==> src/rtl/button_bank.sv <==
// Multi-channel push-button front end: synchronise, debounce, and emit
// press / release / long-press / auto-repeat single-cycle ticks per channel.

module button_bank_ch #(
    parameter int DEBOUNCE_CYCLES = 240_000,
    parameter int LONG_CYCLES     = 12_000_000,
    parameter int REPEAT_CYCLES   = 2_400_000,
    parameter int ACTIVE_LOW      = 1
) (
    input  logic clk,
    input  logic rst_n,
    input  logic pin,
    input  logic repeat_en,
    output logic level,
    output logic press_tick,
    output logic release_tick,
    output logic long_tick,
    output logic repeat_tick
);
    localparam int DW = $clog2(DEBOUNCE_CYCLES + 1);
    localparam int HW = $clog2(LONG_CYCLES + 1);
    localparam int RW = $clog2(REPEAT_CYCLES + 1);
    localparam logic [DW-1:0] DB_TC   = DW'(DEBOUNCE_CYCLES - 1);
    localparam logic [HW-1:0] HOLD_TC = HW'(LONG_CYCLES - 1);
    localparam logic [RW-1:0] REP_TC  = RW'(REPEAT_CYCLES - 1);
    localparam logic RELEASED = (ACTIVE_LOW != 0);

    typedef enum logic [1:0] {IDLE, HELD, LONG} state_t;

    logic          sync1, sync2;
    logic [DW-1:0] db_cnt;
    logic [HW-1:0] hold_cnt, hold_d;
    logic [RW-1:0] rep_cnt, rep_d;
    state_t        state, state_d;
    logic          pressed, differ, accept, rise, fall;
    logic          press_d, release_d, long_d, repeat_d;

    // Ticks are decided from the debounce accept so they land in the same
    // cycle btn_level first shows the new value.
    always_comb begin
        pressed = sync2 ^ RELEASED;
        differ  = pressed != level;
        accept  = differ && (db_cnt == DB_TC);
        rise    = accept && pressed;
        fall    = accept && !pressed;
    end

    always_comb begin
        state_d   = state;
        hold_d    = hold_cnt;
        rep_d     = rep_cnt;
        press_d   = 1'b0;
        release_d = 1'b0;
        long_d    = 1'b0;
        repeat_d  = 1'b0;
        unique case (state)
            IDLE: if (rise) begin
                state_d = HELD;
                hold_d  = '0;
                press_d = 1'b1;
            end
            HELD: if (fall) begin
                state_d   = IDLE;
                hold_d    = '0;
                release_d = 1'b1;
            end else if (hold_cnt == HOLD_TC) begin
                state_d = LONG;
                hold_d  = '0;
                rep_d   = '0;
                long_d  = 1'b1;
            end else begin
                hold_d = hold_cnt + HW'(1);
            end
            LONG: if (fall) begin
                state_d   = IDLE;
                rep_d     = '0;
                release_d = 1'b1;
            end else if (!repeat_en) begin
                rep_d = '0;
            end else if (rep_cnt == REP_TC) begin
                rep_d    = '0;
                repeat_d = 1'b1;
            end else begin
                rep_d = rep_cnt + RW'(1);
            end
            default: state_d = IDLE;
        endcase
    end

    always_ff @(posedge clk) begin
        if (!rst_n) begin
            sync1        <= RELEASED;
            sync2        <= RELEASED;
            level        <= 1'b0;
            db_cnt       <= '0;
            state        <= IDLE;
            hold_cnt     <= '0;
            rep_cnt      <= '0;
            press_tick   <= 1'b0;
            release_tick <= 1'b0;
            long_tick    <= 1'b0;
            repeat_tick  <= 1'b0;
        end else begin
            sync1 <= pin;
            sync2 <= sync1;
            if (!differ) begin
                db_cnt <= '0;
            end else if (accept) begin
                level  <= pressed;
                db_cnt <= '0;
            end else begin
                db_cnt <= db_cnt + DW'(1);
            end
            state        <= state_d;
            hold_cnt     <= hold_d;
            rep_cnt      <= rep_d;
            press_tick   <= press_d;
            release_tick <= release_d;
            long_tick    <= long_d;
            repeat_tick  <= repeat_d;
        end
    end
endmodule

module button_bank #(
    parameter int N_BTN           = 4,
    parameter int DEBOUNCE_CYCLES = 240_000,
    parameter int LONG_CYCLES     = 12_000_000,
    parameter int REPEAT_CYCLES   = 2_400_000,
    parameter int ACTIVE_LOW      = 1
) (
    input  logic             clk,
    input  logic             rst_n,
    input  logic [N_BTN-1:0] btn_in,
    input  logic             repeat_en,
    output logic [N_BTN-1:0] btn_level,
    output logic [N_BTN-1:0] press_tick,
    output logic [N_BTN-1:0] release_tick,
    output logic [N_BTN-1:0] long_tick,
    output logic [N_BTN-1:0] repeat_tick
);
    for (genvar i = 0; i < N_BTN; i++) begin : g_ch
        button_bank_ch #(
            .DEBOUNCE_CYCLES(DEBOUNCE_CYCLES),
            .LONG_CYCLES    (LONG_CYCLES),
            .REPEAT_CYCLES  (REPEAT_CYCLES),
            .ACTIVE_LOW     (ACTIVE_LOW)
        ) u_ch (
            .clk         (clk),
            .rst_n       (rst_n),
            .pin         (btn_in[i]),
            .repeat_en   (repeat_en),
            .level       (btn_level[i]),
            .press_tick  (press_tick[i]),
            .release_tick(release_tick[i]),
            .long_tick   (long_tick[i]),
            .repeat_tick (repeat_tick[i])
        );
    end
endmodule

==> config.mk <==
export PLATFORM = sky130hd
export DESIGN_NAME = button_bank
export DESIGN_NICKNAME = d
export VERILOG_FILES = /design/src/rtl/button_bank.sv
export SDC_FILE = /design/constraint.sdc
export NUM_CORES = 1
export LEC_CHECK = 0
export CORE_ASPECT_RATIO = 1.5
export CORE_MARGIN = 5
export CORE_UTILIZATION = 30
export DETAILED_ROUTE_END_ITERATION = 7
export GPL_TIMING_DRIVEN = 0
export SLEW_MARGIN = 10
export SYNTH_ARGS = -nofsm -noshare
export SYNTH_HDL_FRONTEND = slang
export SYNTH_SLANG_ARGS = --single-unit
==> constraint.sdc <==
create_clock -name clk -period 5.6 [get_ports clk]
set_input_delay 1.12 -clock clk [delete_from_list [all_inputs] [get_ports clk]]
set_output_delay 1.12 -clock clk [all_outputs]
set_load 0.01 [all_outputs]
=== Word level (Yosys, flattened, before mapping) ===
Cells that the tools add are included.

* Input bits: 7
* Flip-flop bits (word level): 292

* Muxes and demuxes: 76
* Equality and inequality tests: 44
* Reductions and logical operators: 64
* Add/subtract/negate cells: 12
* Bitwise logic cells: 18

{| class="wikitable"
|+ Operators by type and width
! kind !! count
|-
| $mux W22 || 20
|-
| $mux W24 || 12
|-
| $pmux W24 S2 || 4
|-
| $pmux W22 S2 || 4
|-
| $add A24 B1 Y24 const B || 4
|-
| $eq A24 B24 Y1 const B || 4
|-
| $add A22 B1 Y22 const B || 4
|-
| $eq A22 B22 Y1 const B || 4
|-
| $add A18 B1 Y18 const B || 4
|-
| $eq A18 B18 Y1 const B || 4
|-
| $mux W2 || 16
|-
| $reduce_and A2 Y1 || 16
|-
| $ne A2 B1 Y1 const B || 12
|-
| $pmux W2 S3 || 4
|-
| $reduce_and A3 Y1 || 8
|-
| $reduce_or A3 Y1 || 8
|-
| $not A1 Y1 || 18
|-
| $mux W1 || 16
|-
| $reduce_bool A2 Y1 || 8
|-
| $reduce_or A4 Y1 || 4
|-
| $logic_and A1 B1 Y1 || 12
|-
| $ne A3 B1 Y1 const B || 4
|-
| $eq A2 B1 Y1 const B || 4
|-
| $eq A2 B2 Y1 const B || 4
|-
| 4 further kinds || 16
|}

=== Depth between registers and ports, before layout ===
Gate-level depths: netlist of the first run.

* Word-level depth: 6
* Depth in mapped cells: 10
* Depth with buffers taken out: 8

=== By module ===
From an unflattened synthesis of the first run, not the netlist that was laid out.

* Cells, all modules: 1,737
* Area, all modules: 14,641.5 sq um

{| class="wikitable"
|+ Modules (own cells, without submodules)
! module !! area an instance (sq um) !! instances !! cells an instance
|-
| button_bank_ch (g_ch[0].u_ch ...) || 3,643.5 || 3 || 436
|-
| button_bank_ch (g_ch[3].u_ch) || 3,711.1 || 1 || 429
|}

=== Least setup slack after synthesis of the first run ===
Ideal clock, no wire load.

* Kind: reg2reg
* Start point: register g_ch[0].u_ch.hold_cnt[0]
* End point: register g_ch[0].u_ch.rep_cnt[15]
* Buffers on the path: 1
* Stages on the path, launching flop included: 9
* Period minus slack after synthesis: 2.579 ns
* Required time: 5.505 ns
* Setup slack: 3.021 ns
* Arrival: 2.484 ns
* Path through: dfxtp_1 -> ha_1 -> nand3_2 -> or4_4 -> o41a_1 -> nor4b_4 -> buf_6 -> nand3_1 -> o311ai_1

* Cells in the longest elaborated chain, start to end: 3

{| class="wikitable"
|+ Ends and longest elaborated chain
! element !! RTL line !! text
|-
| start: declaration || 32 || <nowiki>logic [HW-1:0] hold_cnt, hold_d;</nowiki>
|-
| start signal: assignment || 115 || <nowiki>hold_cnt <= hold_d;</nowiki>
|-
| $eq A24 B24 Y1 || 66 || <nowiki>end else if (hold_cnt == HOLD_TC) begin</nowiki>
|-
| $ne A2 B1 Y1 (no line) || -- ||
|-
| $reduce_and A3 Y1 (no line) || -- ||
|-
| end signal: assignment || 116 || <nowiki>rep_cnt <= rep_d;</nowiki>
|-
| end: declaration || 33 || <nowiki>logic [RW-1:0] rep_cnt, rep_d;</nowiki>
|}

Every way passes these cells.
A chain may end at the register's enable or synchronous reset.

==> results of run 1 <==
## cells by family (layout without fill, tap and decap cells)
kind of cell | count (synthesis) | after routing | share of synthesized area
and+or+nand+nor | 939 | 939 | 0.3305
AOI/OAI and AO/OA | 352 | 352 | 0.1543
DFF | 292 | 292 | 0.3888
buffers and inverters | 140 | 222 | 0.04244
xor gates and xnor gates | 103 | 103 | 0.06000
adders and majority gates | 24 | 24 | 0.01997
muxes | 6 | 6 | 0.003995
## how the worst max path moves through the flow
stage / startpoint / cells past startpoint / endpoint / slack, ns
after floorplan: g_ch[0].u_ch.hold_cnt[0] / 8 / g_ch[0].u_ch.rep_cnt[15] / 3.02
after global placement: rst_n / 7 / g_ch[0].u_ch.state[1] / 0.77
after detailed placement: rst_n / 7 / g_ch[0].u_ch.state[1] / 0.74
after CTS: rst_n / 7 / g_ch[0].u_ch.state[1] / 1.37
after global routing: rst_n / 7 / g_ch[3].u_ch.rep_cnt[6] / 1.19
final: rst_n / 7 / g_ch[0].u_ch.state[1] / 1.37
## Yosys cell counts (22+ instances only)
cell type and n:
dfxtp_1 292, nor2_1 194, nand2_1 186, nand3_1 124, o21ai_0 98, nor3_1 76
a21oi_1 72, nand4_1 66, clkbuf_1 62, and3_1 61, xor2_1 61, or3_1 50
inv_1 45, xnor2_1 42, o31ai_1 27, ha_1 24, nor4_1 24, a21o_1 23
and4_1 23, and2_1 22
## through the flow
step	worst slack, ns	power, mW	cell area (um^2)	hold slack [ns]
floorplan	3.021	2.293	15030	0.3863
global placement	0.7739	2.372	16120	0.3909
detailed placement	0.7363	2.375	16120	0.3917
CTS	1.368	4.653	17240	0.3749
global route	1.193	4.736	17240	0.3970
finish	1.374	4.572	17240	0.3787
## metal layers
metal	wire (um)	global-route usage	vias to the layer above
met3	1538	0.01522	111
met4	1954	0.07456	0
met1	16430	0.1630	6649
met5	0	0	-
li1	-	-	6888
met2	21220	0.2704	336
## worst max-delay path: cells and delay by family
kind                   cells  cell delay, ns
AOI/OAI and AO/OA          2            0.33
buffers and inverters      5            3.24
## power by group through the flow
stage               Sequential, mW  Combinational (mW)  Clock (mW)
detailed placement            2.14               0.237           0
floorplan                     2.14               0.157           0
global placement              2.14               0.234           0
finish                        2.09               0.239        2.24
global route                  2.09               0.263        2.38
CTS                           2.09               0.239        2.32
## sequential cells by signal (all words and copies together) (netlist names)
name,flops
g_ch.u_ch.hold_cnt,96
g_ch.u_ch.rep_cnt,88
g_ch.u_ch.db_cnt,72
g_ch.u_ch.state,8
g_ch.u_ch.level,4
g_ch.u_ch.long_tick,4
g_ch.u_ch.press_tick,4
g_ch.u_ch.release_tick,4
g_ch.u_ch.repeat_tick,4
g_ch.u_ch.sync1,4
g_ch.u_ch.sync2,4
## final cells by class
type	instances	area (um^2)
clock inverter	17	250.2
buffer	95	469.2
clock buffer	39	864.6
tap	663	829.5
multi-input combinational	1424	8551
fill	5156	32430
inverter	45	168.9
timing repair buffer	26	260.3
sequential	292	5846
==> results.yml, run 1 <==
critical_path:
  crit_arrival_ns: 4.72
  cp_slowest_cell: "clkbuf_1"
  critPathMaxFanout: 10
  reg2reg_to: "g_ch[2].u_ch.rep_cnt[14]"
  critPathKind: "input pin to register"
  end_kind: "register"
  rr_startpoint: "g_ch[2].u_ch.rep_cnt[0]"
  rr_worst_depth: 8
  cpMostUsedCell: "clkbuf_1"
  path_cells: "clkdlybuf4s50_1, clkbuf_1, clkbuf_1, clkbuf_1, buf_1, o31ai_1, a21oi_1"
  r2r_slack_ns: 2.31
  start_kind: "input pin"
  required_ns: 6.09
  slowest_delay_ns: 0.78
layout:
  fin_util: 0.3471
  layout.cells.non_filler: 2601
  antennaDiodeCount: 0
  drive_above_1_share: 0.05934
  synthToLayoutAreaGrowth_pct: 14.66
  final_common_cell: "dfxtp_1"
  final_cell_mix: "dfxtp_1 (292), nor2_1 (194), nand2_1 (186)"
  nets: 1945
clocking:
  clkSlewWorstSetupHoldPaths_ns: 0.07
  cts_sinks: 292
  htreeDepth: 1
  cts_buffer_depth: 3
  post_cts_resized: 0
  cts-root-buf: "clkbuf_16"
  cts_buffers: 30
  insertion_delay_ns: 0.59
  cts_tree: "built"
  hold_buffers: 0
  cts_setup_buffers: 0
sta:
  fin_crit_sh: 0.7547
  timing.final.crit_period_ns: 4.226
  tns_ns: 0
  relSlewSlack: 0.2287
  fin_skew_ns: 0.03332
  fmax_mhz: 236.6
  setup_violations: 0
  rsz0062_at_grt: "no"
  tightest_slew_ns: 1.148
  hold_violations: 0
  slew_violations: 0
flow_run:
  drv_cap: 0
power:
  power_leakage_nw: 5.618
  p_per_area_mw_per_mm2: 265.2
  intPower_mw: 3.517
  sw_frac_of_total: 0.2307
  combPwrFrac: 0.052
  seqPwrFrac: 0.457
  p_switching_mw: 1.055
  clock_power_share: 0.490
  ir_worst_vdd_mv: 0.2265
floorplanning:
  die_w_um: 192.8
  die_y_um: 284.2
  start_util: 0.3027
  ios: 27
  fp.dieArea_mm2: 0.05478
  core_mm2: 0.04967
  std_cell_rows: 100
grt:
  grt_pass1_wl_mm: 67.99
  grt_use_total: 0.1464
  grt_overflow: 0
  grt_max_degree: 16
  first_global_vias: 13790
  antenna_found_initial: 0
run_status:
  status: "finished, final reports clean"
synthesis:
  ys_ff_latch: 292
  synth_warnings: 0
  seq_area_frac_synth: 0.3888
  yosysTopAreaCell: "dfxtp_1"
  avgSynthCellArea_um2: 8.100
  synth_flop_cell: "dfxtp_1"
  synth_nets: 1887
  async_flop_share: 0
  yosys.cell_types.count: 88
  syn-cell-area_mm2: 0.01503
  synth_top_area_frac: 0.3888
  yosys-top-cells-area: "dfxtp_1 (39%), nor2_1 (4.8%), nand2_1 (4.6%), nand3_1 (4.1%), xor2_1 (3.6%)"
  synthCells: 1856
  synth_edf_count: 0
detailed_routing:
  route.vias.total: 13980
  drtIter0Drc: 904
  drt_pre_antenna_iters: 5
  viasPerCell: 5.376
  totalWireLength_mm: 41.14
  drc: 0
  drtAntennaViolNets: 0
  wl_per_cell_um: 15.82
hold_path:
  hold_path.startpoint: "g_ch[1].u_ch.sync1"
  whs_endpoint: "g_ch[1].u_ch.sync2"
  hp-class: "register to register"
  hold_depth: 1
place:
  dp_cells: 2545
  numPortBuffers: 26
  hpwl_mm: 29.51
  place.gp.congestion: 0.9074
Note: power is estimated with default switching activity, not from simulation.
==> inputs of run 2 (changes only) <==
- clock period: 5.6 -> 4 ns (I/O delays scaled with it)
==> results.yml, run 2 (synthesis results as in run 1) <==
sta:
  setup_ws_ns: 0.1447
  hold_violations: 0
  fin_crit_sh: 0.9638
  tightest_slew_ns: 1.148
  timing.final.crit_period_ns: 3.855
  fmax_mhz: 259.4
  setup_violations: 0
  relSlewSlack: 0.2286
  slew_violations: 0
  fin_skew_ns: 0.03330
  rsz0062_at_grt: "no"
critical_path:
  rr_startpoint: "g_ch[2].u_ch.rep_cnt[0]"
  cpMostUsedCell: "clkbuf_1"
  end_kind: "register"
  cp_slowest_cell: "clkbuf_1"
  slowest_delay_ns: 0.82
  cpLargestDelayFamily: "buffers and inverters"
  r2r_slack_ns: 0.71
  critPathKind: "input pin to register"
  start_kind: "input pin"
  cp_num_cells: 7
  critPathMaxFanout: 10
  required_ns: 4.43
  crit_arrival_ns: 4.28
  path_cells: "clkdlybuf4s50_1, clkbuf_1, inv_1, clkbuf_1, buf_1, clkbuf_1, nor3_1"
  reg2reg_to: "g_ch[2].u_ch.rep_cnt[14]"
  critPathBufInv: 6
  rr_worst_depth: 8
flow_run:
  drv_cap: 0
detailed_routing:
  drtAntennaViolNets: 0
  totalWireLength_mm: 41.12
  wl_per_cell_um: 15.81
  drc: 0
  drt_pre_antenna_iters: 7
  route.vias.total: 13980
  drtIter0Drc: 907
  viasPerCell: 5.376
grt:
  grt_overflow: 0
  antenna_found_initial: 0
  grt_max_degree: 16
  grt_use_total: 0.1464
  grt_pass1_wl_mm: 67.99
  first_global_vias: 13790
power:
  power_leakage_nw: 5.621
  ir_worst_vdd_mv: 0.3178
  p_per_area_mw_per_mm2: 371.2
floorplanning:
  die_w_um: 192.8
  core_mm2: 0.04967
  die_y_um: 284.2
  start_util: 0.3027
  std_cell_rows: 100
  fp.dieArea_mm2: 0.05478
  ios: 27
place:
  place.gp.congestion: 0.9074
  post-place-ws_ns: -0.5437
  hpwl_mm: 29.51
  numPortBuffers: 26
run_status:
  status: "finished, final reports clean"
layout:
  largest_reg_flops: 96
  final_common_cell: "dfxtp_1"
  antennaDiodeCount: 0
  nets: 1945
  reg.largest.list: "g_ch.u_ch.hold_cnt (96), g_ch.u_ch.rep_cnt (88), g_ch.u_ch.db_cnt (72)"
  final_cell_mix: "dfxtp_1 (292), nor2_1 (194), nand2_1 (186)"
  fill_cells: 5155
  largest-register: "g_ch.u_ch.hold_cnt"
  fin_util: 0.3471
  synthToLayoutAreaGrowth_pct: 14.67
  drive_above_1_share: 0.05986
clocking:
  cts_buffer_depth: 3
  hold_buffers: 0
  cts_sinks: 292
  htreeDepth: 1
  clkSlewWorstSetupHoldPaths_ns: 0.07
  cts-root-buf: "clkbuf_16"
  cts_buffers: 30
  insertion_delay_ns: 0.59
  cts_setup_buffers: 0
  cts_tree: "built"
hold_path:
  hold_depth: 1
  whs_endpoint: "g_ch[1].u_ch.sync2"
  hold_path.startpoint: "g_ch[1].u_ch.sync1"
  hp-class: "register to register"
## run 2: cell counts in the layout (fill, tap and decap cells not counted)
No cell type changed its count.
## run 2: how the worst max path moves through the flow
| stage | end | slack (ns) | start |
|---|---|---|---|
| detailed placement | g_ch[0].u_ch.state[1] | -0.54 | rst_n |
| floorplan | g_ch[0].u_ch.rep_cnt[15] | 1.42 | g_ch[0].u_ch.hold_cnt[0] |
| global route | g_ch[0].u_ch.hold_cnt[7] | 0.01 | rst_n |
| finish | g_ch[2].u_ch.repeat_tick | 0.14 | rst_n |
| CTS | g_ch[0].u_ch.state[1] | 0.09 | rst_n |
| global placement | g_ch[0].u_ch.state[1] | -0.51 | rst_n |
## run 2: power by group
| group | total (mW) | internal [mW] | leakage, nW | switching (mW) |
|---|---|---|---|---|
| sequential | 2.93 | 2.92 | 2.35 | 0.00887 |
| combinational | 0.334 | 0.0973 | 2.71 | 0.237 |
| clock | 3.14 | 1.91 | 0.559 | 1.23 |
| total | 6.40 | 4.92 | 5.62 | 1.48 |
## run 2: cell type report
type | count | area, um^2 | area share
plain buffers | 95 | 470.5 | 0.02729
clock buffers | 39 | 864.6 | 0.05015
clock inverters | 17 | 250.2 | 0.01451
inverters | 45 | 168.9 | 0.009798
multi-input cells | 1424 | 8551 | 0.4960
flip-flops and latches | 292 | 5846 | 0.3391
well taps | 663 | 829.5 | 0.04812
repair buffers | 26 | 260.3 | 0.01510
## run 2: stage by stage
stage	std cells	TNS (ns)	instance area (um^2)	hold slack, ns	power (mW)
CTS	2601	0	17240	0.3749	6.514
global placement	2545	-19.87	16120	0.3909	3.320
global route	2601	0	17240	0.3970	6.630
floorplan	1856	0	15030	0.3863	3.210
detailed placement	2545	-23.27	16120	0.3917	3.326
finish	2601	0	17240	0.3785	6.400
## run 2: repair_timing
action / CTS / global route
setup endpoints to repair: 0 / 5
hold endpoints to repair: 0 / 0
gates resized for setup: 0 / 3
## run 2: per-layer routing
layer / GRT usage / wire [um]
met3: 0.01522 / 1459
met1: 0.1630 / 16510
met2: 0.2704 / 21210
met4: 0.07456 / 1946
met5: 0 / 0
